[src/rtl/dht11_pkg.sv]
// dht11_pkg: frame geometry, FSM state and error encodings shared by the DHT11 frame assembler
package dht11_pkg;
  localparam int FRAME_BITS = 40;
  localparam logic [1:0] ST_IDLE = 2'd0;
  localparam logic [1:0] ST_COLLECT = 2'd1;
  localparam logic [1:0] ST_CHECK = 2'd2;
  localparam logic [1:0] ERR_NONE = 2'b00;
  localparam logic [1:0] ERR_CSUM = 2'b01;
  localparam logic [1:0] ERR_TIMEOUT = 2'b10;
  localparam logic [1:0] ERR_OVERRUN = 2'b11;
  localparam int BYTE_HUM_INT = 0;
  localparam int BYTE_HUM_DEC = 1;
  localparam int BYTE_TEMP_INT = 2;
  localparam int BYTE_TEMP_DEC = 3;
  localparam int BYTE_CSUM = 4;
  function automatic logic [7:0] frame_byte(input logic [FRAME_BITS-1:0] f, input int i);
    return f[FRAME_BITS-1-8*i -: 8];
  endfunction
endpackage

[src/rtl/dht11_timeout_timer.sv]
// dht11_timeout_timer: clear/enable counter flagging its terminal count TIMEOUT_CYC-1
module dht11_timeout_timer #(
  parameter int TIMEOUT_CYC = 2000,
  parameter int CNT_W = 11
) (
  input  logic clk,
  input  logic rst,
  input  logic clr,
  input  logic en,
  output logic term
);
  logic [CNT_W-1:0] cnt;
  always_ff @(posedge clk)
    cnt <= (rst || clr) ? '0 : en ? cnt + 1'b1 : cnt;
  assign term = cnt == CNT_W'(TIMEOUT_CYC - 1);
endmodule

[src/rtl/dht11_frame_assembler.sv]
// dht11_frame_assembler: 40-bit DHT11 frame collect + checksum; DHT11_ERRCNT_EN adds err_count
module dht11_frame_assembler
  import dht11_pkg::*;
#(
  parameter int TIMEOUT_CYC = 2000,
  parameter int CNT_W = 11
) (
  input  logic       clk,
  input  logic       rst,
  input  logic       start,
  input  logic       bit_valid,
  input  logic       bit_data,
  output logic [7:0] hum_int,
  output logic [7:0] hum_dec,
  output logic [7:0] temp_int,
  output logic [7:0] temp_dec,
  output logic       frame_valid,
  output logic       frame_err,
  output logic [1:0] err_code,
  output logic       busy
`ifdef DHT11_ERRCNT_EN
  ,output logic [7:0] err_count
`endif
);
  logic [1:0] state;
  logic [FRAME_BITS-1:0] sr;
  logic [5:0] bit_cnt;
  logic [7:0] csum;
  logic tmo;
  assign busy = state != ST_IDLE;
  assign csum = frame_byte(sr, BYTE_HUM_INT) + frame_byte(sr, BYTE_HUM_DEC)
              + frame_byte(sr, BYTE_TEMP_INT) + frame_byte(sr, BYTE_TEMP_DEC);
  dht11_timeout_timer #(.TIMEOUT_CYC(TIMEOUT_CYC), .CNT_W(CNT_W)) u_timer (
    .clk(clk),
    .rst(rst),
    .clr(state != ST_COLLECT || bit_valid || start),
    .en(state == ST_COLLECT),
    .term(tmo)
  );
  always_ff @(posedge clk) begin
    if (rst) begin
      state <= ST_IDLE;
      sr <= '0;
      bit_cnt <= '0;
      hum_int <= '0;
      hum_dec <= '0;
      temp_int <= '0;
      temp_dec <= '0;
      frame_valid <= 1'b0;
      frame_err <= 1'b0;
      err_code <= ERR_NONE;
    end else begin
      frame_valid <= 1'b0;
      frame_err <= 1'b0;
      case (state)
        ST_IDLE: if (start) begin
          sr <= '0;
          bit_cnt <= '0;
          err_code <= ERR_NONE;
          state <= ST_COLLECT;
        end
        ST_COLLECT: if (start) begin
          sr <= '0;
          bit_cnt <= '0;
        end else if (bit_valid) begin
          sr <= {sr[FRAME_BITS-2:0], bit_data};
          bit_cnt <= bit_cnt + 6'd1;
          state <= bit_cnt == 6'(FRAME_BITS - 1) ? ST_CHECK : ST_COLLECT;
        end else if (tmo) begin
          frame_err <= 1'b1;
          err_code <= ERR_TIMEOUT;
          state <= ST_IDLE;
        end
        ST_CHECK: begin
          state <= ST_IDLE;
          if (bit_valid) begin
            frame_err <= 1'b1;
            err_code <= ERR_OVERRUN;
          end else if (csum == frame_byte(sr, BYTE_CSUM)) begin
            hum_int <= frame_byte(sr, BYTE_HUM_INT);
            hum_dec <= frame_byte(sr, BYTE_HUM_DEC);
            temp_int <= frame_byte(sr, BYTE_TEMP_INT);
            temp_dec <= frame_byte(sr, BYTE_TEMP_DEC);
            frame_valid <= 1'b1;
            err_code <= ERR_NONE;
          end else begin
            frame_err <= 1'b1;
            err_code <= ERR_CSUM;
          end
        end
        default: state <= ST_IDLE;
      endcase
    end
  end
`ifdef DHT11_ERRCNT_EN
  always_ff @(posedge clk)
    err_count <= rst ? 8'd0 : err_count + 8'(frame_err && err_count != 8'hff);
`endif
endmodule

[config.mk]
export PLATFORM = sky130hd
export DESIGN_NAME = dht11_frame_assembler
export DESIGN_NICKNAME = d
export VERILOG_FILES = /design/src/rtl/dht11_pkg.sv /design/src/rtl/dht11_timeout_timer.sv /design/src/rtl/dht11_frame_assembler.sv
export SDC_FILE = /design/constraint.sdc
export NUM_CORES = 1
export LEC_CHECK = 0
export CORE_MARGIN = 2
export CORE_UTILIZATION = 50
export DETAILED_ROUTE_END_ITERATION = 16
export GPL_TIMING_DRIVEN = 0
export PLACE_DENSITY = 0.71
export SLEW_MARGIN = 10
export SYNTH_ARGS = -nofsm -noshare
export SYNTH_HDL_FRONTEND = slang
export SYNTH_SLANG_ARGS = --single-unit
[constraint.sdc]
create_clock -name clk -period 9.2 [get_ports clk]
set_input_delay 1.38 -clock clk [delete_from_list [all_inputs] [get_ports clk]]
set_output_delay 1.38 -clock clk [all_outputs]
set_load 0.05 [all_outputs]
==> flow_summary.yaml, run 1 <==
logic_synthesis:
  syn_avg_cell_area_um2: 9.63
  synth_seq_cells: 95
  ys.flop_type: "dfxtp_1"
  synth_cell_types: 52
  async_flop_share_pct: 0
  synth_nets: 508
  syn_inst: 477
  yosysSeqAreaShare_pct: 41.4
  netlist_area_mm2: 0.00459
  synth_area_leaders: "dfxtp_1 41%, a22oi_1 6.7%, fa_1 6.1%"
  yosysWarnings: 0
  synth_top_cell_area_share_pct: 41.4
  synth_edf_count: 0
  yosys.area.top_type: "dfxtp_1"
power:
  p_comb_share_pct: 7.8
  p_total_uw: 743
  p_leak_nw: 1.86
  irDropWorstVdd_v: 0.0000828
  switching_share_pct: 25.4
  power_frac_clock_pct: 36.6
  pwr_density_cell_mw_per_mm2: 140
  seqPwrFrac_pct: 55.6
  p_switching_uw: 189
  internal_power_uw: 554
clock_network:
  h-tree-depth: 3
  cts_max_path_buffers: 2
  cts_buffers: 9
  clkLatencyLatePin_ns: 0.37
  clkSinkCount: 95
  cts_root_buf: "clkbuf_8"
  cts_hold_buf: 0
  ctsResizeCount: 0
  post_cts_buffers: 0
  clk_pin_slew_ns: 0.09
  cts_tree: "built"
final_layout:
  fin_util_pct: 60.5
  layout_commonest_cell: "dfxtp_1"
  final_cell_mix: "95 x dfxtp_1, 60 x nor2_1, 47 x a21oi_1"
  area_growth_pct: 15.9
  seq_area_mm2: 0.00190
  final_nets: 560
  fill_cells: 737
  fin_cells: 641
  antenna_cells: 0
  multi_input_area_mm2: 0.00240
  final_layout_size_suffix_gt1_share_pct: 13.3
global_routing:
  first_global_vias: 3595
  overflow: 0
  grtUsageTotal_pct: 22.6
  grt_antenna_before_repair: 0
  grt_max_degree: 16
  grt_pass1_wl_um: 17800
worst_hold_path:
  hold_end: "hum_dec[3]"
  hp-class: "reg2reg"
  hp-start: "hum_dec[3]"
  hold_depth: 2
sta:
  timing.final.ws_setup_ns: 4.97
  fin_skew_ns: 0.00815
  rsz0062_at_grt: "false"
  hold_viol: 0
  worstMarginPinSlew_ns: 0.625
  fin_crit_ns: 4.23
  post-route-period-util_pct: 46.0
  fmax_mhz: 236
  maxSlewHeadroom_pct: 58.1
  maxSlewViolCount: 0
  setup_viol: 0
  setup_tns_ns: 0
placement:
  dpl_worst_slack_ns: 4.98
  place_inst: 626
  dp_hpwl_um: 7900
  routabilityCongestion: 0.885
  numPortBuffers: 41
routing:
  drtIter0Drc: 187
  first_pass_iters: 5
  wl_per_cell_um: 16.6
  num_vias: 3750
  viasPerCell: 5.85
  wl_um: 10600
  remaining_drc_errors: 0
  detail-route-antenna-nets: 0
die:
  die-area_mm2: 0.00997
  fp.dieW_um: 99.8
  rows: 34
  initial_core_util_pct: 52.2
  dieHeight_um: 99.8
  ios: 42
  coreArea_mm2: 0.00881
setup_path:
  path_cells: "fa_1 -> inv_1 -> fa_1 -> inv_1 -> ha_1 -> fa_1 -> xor2_1 -> or4_4 -> nor4_4 -> o2111ai_2 -> buf_6 -> o21ai_2 -> a21oi_1"
  crit_fanout: 10
  crit_arrival_ns: 4.46
  cpMostUsedCell: "fa_1"
  startpoint: "sr[9]"
  startpoint_type: "register"
  setup.worst_path.class: "reg2reg"
  r2r-start: "sr[9]"
  critical_path_required_ns: 9.43
  reg2reg_to: "temp_int[2]"
  cp_slowest_cell: "fa_1"
  reg2reg_slack_ns: 4.97
  r2r_cells: 13
  max_stage_delay_ns: 0.55
  end_kind: "register"
run:
  max_cap_viol_count: 0
outcome:
  outcome: "complete, no violations"
-- layout make-up --
type	instances	area share, %
clock inverter	5	1.10
inverter	16	1.13
multi-input combinational	328	45.1
sequential	95	35.7
clock buffer	10	2.40
tap	108	2.54
timing repair buffer	41	7.71
buffer	38	4.35
-- cells by family after synthesis --
group | synth area share, %
buffers and inverters | 6.35
and+or+nand+nor | 14.7
DFF | 41.4
AOI/OAI and AO/OA | 22.1
xor gates and xnor gates | 5.37
adders and majority gates | 9.37
muxes | 0.654
-- how the worst max path moves through the flow --
stage                             end  cells past startpoint
after global routing      temp_int[2]                     13
after global placement    temp_dec[2]                     13
after detailed placement  temp_int[2]                     13
final                     temp_int[2]                     13
after CTS                 temp_int[2]                     13
after floorplan            hum_dec[2]                     13
-- through the flow --
step	hold WS, ns	cell area, um2
finish	0.462	5330
global route	0.482	5330
CTS	0.466	5330
detailed placement	0.453	5140
global placement	0.446	5140
floorplan	0.455	4590
-- power groups by stage --
stage / registers, mW / clock network, mW / logic (mW)
after floorplan: 0.423 / 0 / 0.0410
after detailed placement: 0.423 / 0 / 0.0577
after global routing: 0.413 / 0.293 / 0.0637
after CTS: 0.413 / 0.275 / 0.0579
after global placement: 0.423 / 0 / 0.0567
final: 0.413 / 0.272 / 0.0583
-- layer usage --
metal | wire length, um | vias to the layer above | share of wire [%] | track usage (%)
met5 | 0 | - | 0 | 0
li1 | - | 1829 | - | -
met3 | 560 | 13 | 5.3 | 3.90
met2 | 5160 | 98 | 49 | 36.2
met1 | 4740 | 1810 | 45 | 31.7
met4 | 148 | 0 | 1.4 | 6.74
-- worst max-delay path, delay by kind of cell (launching register included) --
| family | cells | cell delay [ns] |
|---|---|---|
| fa+ha+maj | 4 | 1.76 |
| simple gates | 2 | 0.89 |
| compound gates | 3 | 0.55 |
| buf+inv | 3 | 0.38 |
| flops | 1 | 0.36 |
| xor+xnor | 1 | 0.16 |
-- state kept, by name, indices dropped and copies added, names as in the netlist, 2 cells and up --
signal,flops
sr,40
u_timer.cnt,11
hum_dec,8
hum_int,8
temp_dec,8
temp_int,8
bit_cnt,6
err_code,2
state,2
-- cells in the mapped netlist (3+ instances only) --
cell	count
dfxtp_1	95
clkbuf_1	21
a22oi_1	41
ha_1	12
nand3_1	4
buf_8	3
a211oi_1	4
xor2_1	9
nand4_1	37
a21oi_1	47
or3_1	5
nor2_1	60
nand2_1	7
buf_2	6
o21ai_1	9
xnor2_1	9
fa_1	14
buf_6	4
mux2i_1	3
inv_1	16
o21ai_2	29
Power figures use the tool's default switching activity.
==> run 2: changes to the inputs <==
--- a/config.mk
+++ b/config.mk
@@ -9,7 +9,7 @@
 export CORE_UTILIZATION = 50
 export DETAILED_ROUTE_END_ITERATION = 16
 export GPL_TIMING_DRIVEN = 0
-export PLACE_DENSITY = 0.71
+export PLACE_DENSITY = 0.74
 export SLEW_MARGIN = 10
 export SYNTH_ARGS = -nofsm -noshare
 export SYNTH_HDL_FRONTEND = slang
==> constraint.sdc (replaced) <==
create_clock -name clk -period 3.8 [get_ports clk]
set_input_delay 0.57 -clock clk [delete_from_list [all_inputs] [get_ports clk]]
set_output_delay 0.57 -clock clk [all_outputs]
set_load 0.05 [all_outputs]
==> flow_summary.yaml, run 2 (synthesis gave the netlist of run 1 again) <==
clock_network:
  cts_buffers: 9
  cts_max_path_buffers: 2
  clkSinkCount: 95
  clk_pin_slew_ns: 0.10
  cts_root_buf: "clkbuf_8"
  cts_hold_buf: 0
  clkLatencyLatePin_ns: 0.38
  cts_tree: "built"
  h-tree-depth: 3
global_routing:
  grtUsageTotal_pct: 22.9
  overflow: 0
  grt_pass1_wl_um: 18000
  first_global_vias: 3692
  grt_max_degree: 19
  grt_antenna_before_repair: 0
setup_path:
  r2r-start: "sr[17]"
  cp_slowest_cell: "fa_1"
  end_kind: "register"
  crit_arrival_ns: 4.22
  setup.worst_path.class: "reg2reg"
  cpMostUsedCell: "fa_1"
  path_cells: "fa_1 -> inv_2 -> fa_1 -> inv_1 -> ha_2 -> fa_1 -> xor2_1 -> or4_4 -> nor4_4 -> buf_4 -> o2111ai_4 -> buf_4 -> buf_16 -> o21ai_2 -> a21oi_1"
  startpoint_type: "register"
  critical_path_required_ns: 4.04
  r2r_cells: 15
  worst-path-stages: 15
  critPathTopFamily: "adder cells"
  startpoint: "sr[17]"
  max_stage_delay_ns: 0.56
  worst-path-buf-inv: 5
  reg2reg_to: "temp_dec[2]"
  crit_fanout: 5
  reg2reg_slack_ns: -0.18
final_layout:
  regMostFlops: "sr"
  antenna_cells: 0
  fin_util_pct: 62.8
  largest_reg_flops: 40
  fin_area_mm2: 0.00553
  final_layout_size_suffix_gt1_share_pct: 17.3
  biggestRegsByFlops: "sr: 40 flops, u_timer.cnt: 11 flops"
  final_nets: 570
  final_cell_mix: "92 x dfxtp_1, 60 x nor2_1, 44 x a21oi_1"
  layout_commonest_cell: "dfxtp_1"
  area_growth_pct: 20.5
sta:
  hold_viol: 0
  maxSlewHeadroom_pct: 59.1
  maxSlewViolCount: 0
  holdWs_ns: 0.466
  worstMarginPinSlew_ns: 0.609
  rsz0062_at_grt: "true"
  fmax_mhz: 251
  post-route-period-util_pct: 105
  timing.final.ws_setup_ns: -0.184
  setup_viol: 34
  fin_crit_ns: 3.98
  setup_tns_ns: -3.53
  fin_skew_ns: 0.0151
routing:
  wl_per_cell_um: 16.8
  first_pass_iters: 5
  viasPerCell: 5.85
  num_vias: 3813
  wl_um: 10900
  detail-route-antenna-nets: 0
  drtIter0Drc: 287
  remaining_drc_errors: 0
die:
  die-area_mm2: 0.00997
  dieHeight_um: 99.8
  initial_core_util_pct: 52.2
  fp.dieW_um: 99.8
  coreArea_mm2: 0.00881
  rows: 34
  ios: 42
placement:
  routabilityCongestion: 0.893
  dp_hpwl_um: 7740
  place_area_mm2: 0.00515
  dpl_worst_slack_ns: -0.218
  numPortBuffers: 41
outcome:
  violations: "setup timing"
  outcome: "complete, but fails checks"
worst_hold_path:
  hold_end: "temp_dec[4]"
  hold_depth: 2
  hp-start: "temp_dec[4]"
  hp-class: "reg2reg"
power:
  irDropWorstVdd_v: 0.000212
  pwr_density_cell_mw_per_mm2: 337
  p_leak_nw: 1.95
run:
  max_cap_viol_count: 0
## run 2: power breakdown
| part | switching [mW] | internal [mW] | total [mW] | leakage (nW) |
|---|---|---|---|---|
| sequential | 0.00223 | 0.997 | 1.00 | 0.767 |
| clock | 0.398 | 0.319 | 0.717 | 0.105 |
| combinational | 0.103 | 0.0462 | 0.149 | 1.07 |
| total | 0.503 | 1.36 | 1.87 | 1.95 |
## run 2: routing by layer
metal | GRT usage [%] | vias to the layer above | part of all wire, %
met2 | 37.8 | 110 | 48
met5 | 0 | - | 0
met1 | 30.3 | 1828 | 44
met4 | 9.27 | 0 | 1.9
li1 | - | 1857 | -
met3 | 3.34 | 18 | 6.1
## run 2: worst min-delay path, stage by stage (launching register included)
cell and delay [ns]:
dfxtp_1 0.33, o21ai_2 0.05, a21oi_1 0.05
## run 2: how the worst max path moves through the flow
stage                        endpoint
after detailed placement  temp_dec[1]
after global placement    temp_dec[3]
after floorplan            hum_dec[2]
after global routing      temp_dec[2]
final                     temp_dec[2]
after CTS                 temp_int[6]
## run 2: cell type report
class	instances	area [um2]
Buffer	36	218
Clock buffer	9	124
Clock inverter	7	91.3
Fill cell	728	3270
Inverter	16	60.1
Multi-Input combinational cell	328	2450
Sequential cell	95	1910
Tap cell	108	135
Timing Repair Buffer	53	549
## run 2: what timing repair did
item | 4_1_cts | 5_1_grt
endpoints found under the setup margin | 33 | 35
buffers inserted | 8 | 2
pin swaps | 5 | 19
hold endpoints to repair | 0 | 0
gates cloned | 1 | 1
resized for setup | 14 | 8
## run 2: stage by stage
stage / cells / total power [mW]
global placement: 626 / 1.16
floorplan: 477 / 1.12
CTS: 651 / 1.87
detailed placement: 626 / 1.16
finish: 652 / 1.87
global route: 652 / 1.92
